<file path="config.mk">
export PLATFORM = sky130hd
export DESIGN_NAME = hazard_ctrl
export DESIGN_NICKNAME = d
export VERILOG_FILES = /design/src/rtl/hazard_ctrl.sv
export SDC_FILE = /design/constraint.sdc
export NUM_CORES = 1
export LEC_CHECK = 0
export BUFFER_PORTS_ARGS = -buffer_cell sky130_fd_sc_hd__buf_2
export CELL_PAD_IN_SITES_DETAIL_PLACEMENT = 0
export CELL_PAD_IN_SITES_GLOBAL_PLACEMENT = 1
export CORE_MARGIN = 2
export CORE_UTILIZATION = 29
export CTS_CLUSTER_SIZE = 16
export DETAILED_ROUTE_END_ITERATION = 6
export PLACE_DENSITY_LB_ADDON = 0.1
export SLEW_MARGIN = 20
export SYNTH_ARGS = -nofsm -noshare
export SYNTH_HDL_FRONTEND = slang
export SYNTH_SLANG_ARGS = --single-unit
export TNS_END_PERCENT = 20
</file>
<file path="constraint.sdc">
create_clock -name clk -period 1.6 [get_ports clk]
set_input_delay 0.08 -clock clk [delete_from_list [all_inputs] [get_ports clk]]
set_output_delay 0.08 -clock clk [all_outputs]
set_load 0.03 [all_outputs]
</file>
<file path="src/rtl/hazard_ctrl.sv">
`default_nettype none
// ============================================================================
// Module      : hazard_ctrl
// Description : Pipeline hazard unit. Tracks in-flight destinations, produces
//               registered forwarding selects, load-use stall, redirect squash.
// Revision    : 1.0 - initial release
// ============================================================================
module hazard_ctrl #(
    parameter int NUM_SRC    = 2,
    parameter int FWD_STAGES = 2,
    parameter int LOAD_READY = 2,
    parameter int KILL_SLOTS = 1,
    parameter int AW         = 5,
    localparam int SW        = $clog2(FWD_STAGES + 1)
) (
    input  logic                  clk,
    input  logic                  reset,
    input  logic                  hold,
    input  logic                  id_valid,
    input  logic [NUM_SRC*AW-1:0] id_rs,
    input  logic [NUM_SRC-1:0]    id_rs_used,
    input  logic [AW-1:0]         id_rd,
    input  logic                  id_we,
    input  logic                  id_is_load,
    input  logic                  redirect,
    output logic                  stall,
    output logic                  issue_kill,
    output logic [NUM_SRC*SW-1:0] fwd_sel,
    output logic                  x_valid
);

    if (NUM_SRC < 1) begin : g_bad_num_src
        $fatal(1, "hazard_ctrl: NUM_SRC must be >= 1");
    end
    if (FWD_STAGES < 1 || FWD_STAGES > 6) begin : g_bad_fwd_stages
        $fatal(1, "hazard_ctrl: FWD_STAGES must be 1..6");
    end
    if (LOAD_READY < 2 || LOAD_READY > FWD_STAGES + 1) begin : g_bad_load_ready
        $fatal(1, "hazard_ctrl: LOAD_READY must be 2..FWD_STAGES+1");
    end
    if (KILL_SLOTS < 0 || KILL_SLOTS > 7) begin : g_bad_kill_slots
        $fatal(1, "hazard_ctrl: KILL_SLOTS must be 0..7");
    end
    if (AW < 1) begin : g_bad_aw
        $fatal(1, "hazard_ctrl: AW must be >= 1");
    end

    localparam logic [SW-1:0] c_last   = SW'(FWD_STAGES);
    localparam logic [SW-1:0] c_ld_lim = SW'(LOAD_READY - 1);
    localparam logic [2:0]    c_kill   = 3'(KILL_SLOTS);

    logic [FWD_STAGES:1]   r_v;
    logic [FWD_STAGES:1]   r_we;
    logic [FWD_STAGES:1]   r_ld;
    logic [AW-1:0]         r_rd [1:FWD_STAGES];
    logic [2:0]            r_kc;
    logic [NUM_SRC*SW-1:0] r_fwd;
    logic                  r_xv;

    logic [SW-1:0]         w_yk [NUM_SRC];
    logic [NUM_SRC-1:0]    w_yld;
    logic [NUM_SRC*SW-1:0] w_sel;
    logic                  w_ld_hit;
    logic                  w_issue;

    // Scan oldest to youngest so the smallest matching stage is left standing.
    always_comb begin
        w_sel    = '0;
        w_ld_hit = 1'b0;
        w_yld    = '0;
        for (int j = 0; j < NUM_SRC; j++) begin
            w_yk[j] = '0;
            for (int k = FWD_STAGES; k >= 1; k--) begin
                if (id_rs_used[j] && (id_rs[j*AW +: AW] != '0) && r_v[k] && r_we[k] &&
                    (r_rd[k] == id_rs[j*AW +: AW])) begin
                    w_yk[j]  = SW'(k);
                    w_yld[j] = r_ld[k];
                end
            end
            // The producer moves one stage on by the time the consumer is in X;
            // leaving the last tracked stage means the regfile already has it.
            if ((w_yk[j] != '0) && (w_yk[j] < c_last)) begin
                w_sel[j*SW +: SW] = w_yk[j] + 1'b1;
            end
            if (w_yld[j] && (w_yk[j] < c_ld_lim)) begin
                w_ld_hit = 1'b1;
            end
        end
    end

    assign issue_kill = redirect | (r_kc != 3'd0);
    assign stall      = id_valid & ~issue_kill & w_ld_hit;
    assign w_issue    = id_valid & ~stall & ~issue_kill;

    always_ff @(posedge clk) begin
        if (!reset) begin
            r_v   <= '0;
            r_we  <= '0;
            r_ld  <= '0;
            for (int k = 1; k <= FWD_STAGES; k++) begin
                r_rd[k] <= '0;
            end
            r_kc  <= 3'd0;
            r_fwd <= '0;
            r_xv  <= 1'b0;
        end else if (!hold) begin
            r_v[1]  <= w_issue;
            r_we[1] <= w_issue & id_we;
            r_ld[1] <= w_issue & id_is_load;
            r_rd[1] <= w_issue ? id_rd : '0;
            for (int k = 2; k <= FWD_STAGES; k++) begin
                r_v[k]  <= r_v[k-1];
                r_we[k] <= r_we[k-1];
                r_ld[k] <= r_ld[k-1];
                r_rd[k] <= r_rd[k-1];
            end
            r_fwd <= w_issue ? w_sel : '0;
            r_xv  <= w_issue;
            if (redirect) begin
                r_kc <= c_kill;
            end else if (r_kc != 3'd0) begin
                r_kc <= r_kc - 3'd1;
            end
        end
    end

    assign fwd_sel = r_fwd;
    assign x_valid = r_xv;

endmodule
`default_nettype wire

</file>
* Yosys cells after proc, flatten, opt, wreduce, memory -nomap -nowiden *
Memory sizes are Yosys's and may differ from the RTL's.
Cells that the tools add are included.

storage, ports and cells
  register bits = 14
  bits in latches = 0
  RAM bits = 10
  bits in read-only memories = 0
  input port bits = 24
  output and inout port bits = 7
  word-level logic and storage cells = 77
  memories kept = 1

cells by class
  $add $sub $neg = 3
  multiply operators = 0
  div/mod/pow operators = 0
  $lt $le $gt $ge = 4
  equality and inequality tests = 4
  shift operators = 0
  multiplexer cells = 22
  bitwise operators = 12
  reduce and logical (&&, ||, !) cells = 25

memory list
  name  depth  width  read ports  clocked after Yosys merged registers in  write ports  line  text
  r_rd  2      5      2           0                                        2            55    logic [AW-1:0] r_rd [1:FWD_STAGES];

operator list
  kind                                                                  count
  5-bit equality test                                                   4
  1-bit logical AND                                                     18
  5-bit two-way mux                                                     3
  2-bit two-way mux                                                     6
  1-bit two-way mux                                                     10
  5-bit nonzero test                                                    2
  1-bit bitwise AND                                                     6
  3-bit two-way mux                                                     2
  2-bit nonzero test                                                    3
  2-bit by 1-bit adder with 2-bit output, second input constant         2
  2-bit by 1-bit < comparator with 1-bit output, second input constant  2
  2-bit < comparator, second input constant                             2
  4-bit two-way mux                                                     1
  1-bit inverter                                                        3
  1-bit bitwise OR                                                      3
  3-bit nonzero test                                                    1
  3-bit by 1-bit subtractor with 3-bit output, second input constant    1
  2-bit AND reduction                                                   1

* Logic depth before layout (Yosys ltp) *
  word-level depth = 17
  depth in mapped cells = 8
  gate-level depth less buffers = 7

* Worst setup path after synthesis *
No wires, ideal clock.

  path kind = reg-to-reg
  from = register r_kc[0]
  to = register r_fwd[1], in the netlist fwd_sel[1]
  library setup time = 117 ps
  data arrival time = 1521 ps
  required time = 1483 ps
  setup slack = -38 ps
  stages on the path, launching flop included = 9
  path buffers = 1
  path through = dfxtp_1 -> inv_1 -> ha_1 -> ha_1 -> nor2b_1 -> and3_4 -> buf_6 -> and3_4 -> a32o_1

on the way
  longest elaborated chain between the ends = 9

RTL lines
  what                             line    text
  from (decl)                      56      logic [2:0] r_kc;
  from (signal assigned)           120     r_kc <= c_kill;
  from (signal assigned)           122     r_kc <= r_kc - 3'd1;
  3-bit nonzero test (*)           91      assign issue_kill = redirect | (r_kc != 3'd0);
  1-bit bitwise OR (*)             91
  1-bit inverter (*)               92, 93
  1-bit bitwise AND (2 in series)  92      assign stall = id_valid & ~issue_kill & w_ld_hit;
  1-bit inverter                   93      assign w_issue = id_valid & ~stall & ~issue_kill;
  1-bit bitwise AND                93
  1-bit bitwise AND (*)            93
  4-bit two-way mux (*)            117     r_fwd <= w_issue ? w_sel : '0;
  to (signal assigned)             117
  to (decl)                        57      logic [NUM_SRC*SW-1:0] r_fwd;

Every way passes the cells marked *; elsewhere a longest branch is shown, timed or not.
A chain may end at the register's enable or synchronous reset.

* Worst setup path after layout *
  from = register r_kc[1]
  to = register r_fwd[1], in the netlist fwd_sel[1]

Same word-level chain as after synthesis.

==> summary.log <==
qor: status.run_status completed
qor: floorplanning.fp.dieW 53.72 µm
qor: finish.design.final.nets 125
qor: critical_path.critical_path.n_buffers_inverters 1
qor: clocking.clk_transition_reported_paths 0.08 ns
qor: critical_path.crit_arrival 1.68 ns
qor: floorplanning.initial_core_util 29.75%
qor: yosys.syn-instance-count 69
qor: routing.dr_wl_met2 682 µm
qor: global_route.largest_net_degree_at_the_start_of_global_routing 9
qor: sta.rsz0062_at_grt false
qor: global_route.via_count_of_the_first_global_routing_pass 504
qor: placement.gp_routability_congestion 0.6969
qor: sta.post-route-min-period 1.513 ns
qor: yosys.synthDistinctLibCells 26
qor: global_route.gr-total-overflow 0
qor: routing.route.met3.wl 94 µm
qor: hold_path.worst_hold_startpoint id_we
qor: clocking.post-cts-setup-buffer-count 0
qor: routing.detailroute.via_count 558
qor: sta.timing_max_transition_violations_final 0
qor: routing.route.detailed.drc 0
qor: clocking.htreeDepth 1
qor: critical_path.worst_setup_path_end_kind register
qor: routing.drt-pass1-iter-count 4
qor: clocking.cts_tree built
qor: placement.setup_slack_after_placement 0.05469 ns
qor: yosys.synth.cell_area 716.9 µm²
qor: yosys.async_reset_ff_share 0%
qor: yosys.yosysWarningCount 0
qor: critical_path.kind_of_cell_adding_the_most_delay_to_the_critical_path simple AND/OR/NAND/NOR gates
qor: sta.timing.final.crit_share 94.59%
qor: clocking.cts_buffers 3
qor: routing.post_drt_wl_per_cell 10.77 µm
qor: critical_path.critical_path.max_fanout 8
qor: power.power.density 777.4 nW/µm²
qor: sta.finalSetupTns 0 ns
qor: clocking.clkSinkCount 14
qor: hold_path.hp-class in -> reg
qor: critical_path.worst-endpoint-required 1.77 ns
qor: yosys.synth_edf_count 5
qor: critical_path.critical_path_cell_sequence inv_1 -> ha_2 -> ha_2 -> nor2b_4 -> and3_4 -> and3_4 -> a32o_1
qor: global_route.antenna_found_initial 0
qor: floorplanning.floorplan.io_pins 31
qor: power.irDropWorstVdd 388.4 µV
qor: routing.viasPerCell 4.359
qor: clocking.clock_tree.buffer_depth 2
qor: global_route.grt_usage 10.48%
qor: yosys.synthMostInstantiatedCell dfxtp_1
qor: critical_path.worst_reg2reg_path_startpoint r_kc[1]
qor: finish.final_instance_count_excl_fillers 128
qor: clocking.ctsRootBufferMaster clkbuf_4
qor: power.power.static_leakage 0.0004350 µW
qor: yosys.synth.area.top_cells dfxtp_1, edfxtp_1, xor2_1
qor: floorplanning.floorplan.die_area 2886 µm²
qor: yosys.ys_dominant_reg_cell dfxtp_1
qor: floorplanning.die_y 53.72 µm
qor: critical_path.cp_slowest_cell dfxtp_1
qor: routing.drt.antenna.violating_nets 0
qor: finish.area.growth.synth_to_final 27.92%
qor: yosys.synth.net_count 95
qor: critical_path.setup.worst_path.class reg -> reg
qor: clocking.cts.hold.buffers_added 0
qor: sta.report.final.setup_viol 0
qor: yosys.synth_top_cells_by_count dfxtp_1, and2_1, xor2_1
qor: routing.1st_iter_drt_viols 6
qor: critical_path.cp-startpoint r_kc[1]
qor: floorplanning.core_region_area 2410 µm²
qor: routing.highest_layer met4
qor: critical_path.critPathMaxStageDelay 0.33 ns
qor: run.max_cap_viol_count 0
qor: finish.post_route_cells_drive_above_1_share 40.82%
qor: routing.postRouteWirelength 1.379 mm
qor: sta.clock_skew 0.0002434 ns
qor: critical_path.setup.worst_path.start_class register
qor: placement.buffer_ports.inserted 28
qor: sta.postLayoutSetupSlackWorst 0.08661 ns
qor: yosys.synthesis_stage_register_bit_count 14
qor: finish.insertedDiodeCount 0
qor: finish.fillerInstances 250
qor: routing.detail_route.wirelength.met1 586 µm
qor: sta.achievable-frequency 660.8 MHz
qor: sta.final-hold-violation-count 0
qor: floorplanning.num_rows 18
qor: yosys.yosysSeqAreaShare 46.07%
qor: placement.numPlacedInstances 124
qor: clocking.clock_latency 0.27 ns
qor: global_route.grt_pass1_wl 2.014 mm
qor: yosys.synthesis.area_per_instance 10.39 µm²
qor: yosys.yosys.area.top_type dfxtp_1
qor: yosys.yosysTopAreaCellShare 25.13%
-- where the power goes --
part	leakage, µW	internal, µW	switching [µW]
combinational	0.000291	62.1	58.4
clock	0.0000150	96.5	105
sequential	0.000129	382	9.17
-- what timing repair did --
action                                  CTS  global route
gates resized for setup                   0             5
endpoints found under the hold margin     0             0
endpoints found under the setup margin    0             4
-- cells in the final DEF, fill, tap and decap left out, drive strengths merged, types with 2 or more instances in the layout --
cell	Yosys	layout
and3	4	4
a32o	2	2
nand2b	2	2
xor2	6	6
xnor2	2	2
o21ai	5	5
dfxtp	9	9
and2	8	8
clkbuf	1	4
inv	5	5
edfxtp	5	5
nor4	4	4
buf	3	29
ha	2	2
nand3	2	2
o21bai	2	2
-- worst register-to-register path, delay by kind of cell (launching register included) --
kind | cells | cell delay [ns]
adders and majority gates | 2 | 0.32
and+or+nand+nor | 3 | 0.48
DFF | 1 | 0.33
AOI/OAI and AO/OA | 1 | 0.24
buffers and inverters | 1 | 0.04
-- worst paths after layout --
kind,end,slack [ns],cells past startpoint
max,fwd_sel[1],0.09,7
min,r_we[1],0.02,2
max reg2reg,fwd_sel[1],0.09,7
min reg2reg,fwd_sel[3],0.47,1
-- cell type report --
type	instances	area, µm²	share of cell area, %
tap	30	37.54	4.093
inverter	5	18.77	2.046
sequential	14	331.6	36.15
multi-input combinational	46	352.8	38.47
clock buffer	4	26.28	2.865
timing repair buffer	29	150.1	16.37
-- routing by layer --
| layer | GRT usage, % | vias up |
|---|---|---|
| met2 | 18.70 | 19 |
| met4 | 7.692 | 0 |
| met5 | 0 | - |
| met1 | 10.46 | 239 |
| met3 | 2.500 | 2 |
| li1 | - | 298 |
-- cell families after synthesis --
| logic type | count (synthesis) | share of synthesized area, % |
|---|---|---|
| adders and majority gates | 2 | 3.490 |
| and+or+nand+nor | 23 | 21.64 |
| buffers and inverters | 9 | 6.457 |
| AOI/OAI and AO/OA | 12 | 12.04 |
| DFF | 14 | 46.07 |
| other | 1 | 0.5231 |
| xor gates and xnor gates | 8 | 9.774 |
-- sequential cells by signal, indices dropped and copies added (netlist names) --
| name | cells |
|---|---|
| r_rd | 5 |
| fwd_sel | 4 |
| r_kc | 3 |
| r_v | 1 |
| r_we | 1 |
-- per-stage QoR --
step | area (µm²) | hold WS (ns) | total power (µW) | util, %
2_1_floorplan | 726.9 | 0.2017 | 469.3 | -
4_1_cts | 910.9 | 0.01775 | 723.4 | 37.80
5_1_grt | 917.1 | 0.001057 | 762.2 | 38.06
3_3_place_gp | 884.6 | 0.2968 | 517.3 | 36.71
3_5_place_dp | 884.6 | 0.3032 | 518.3 | 36.71
6_report | 917.1 | 0.02283 | 713.0 | 38.06
(Power assumes the default switching activity.)
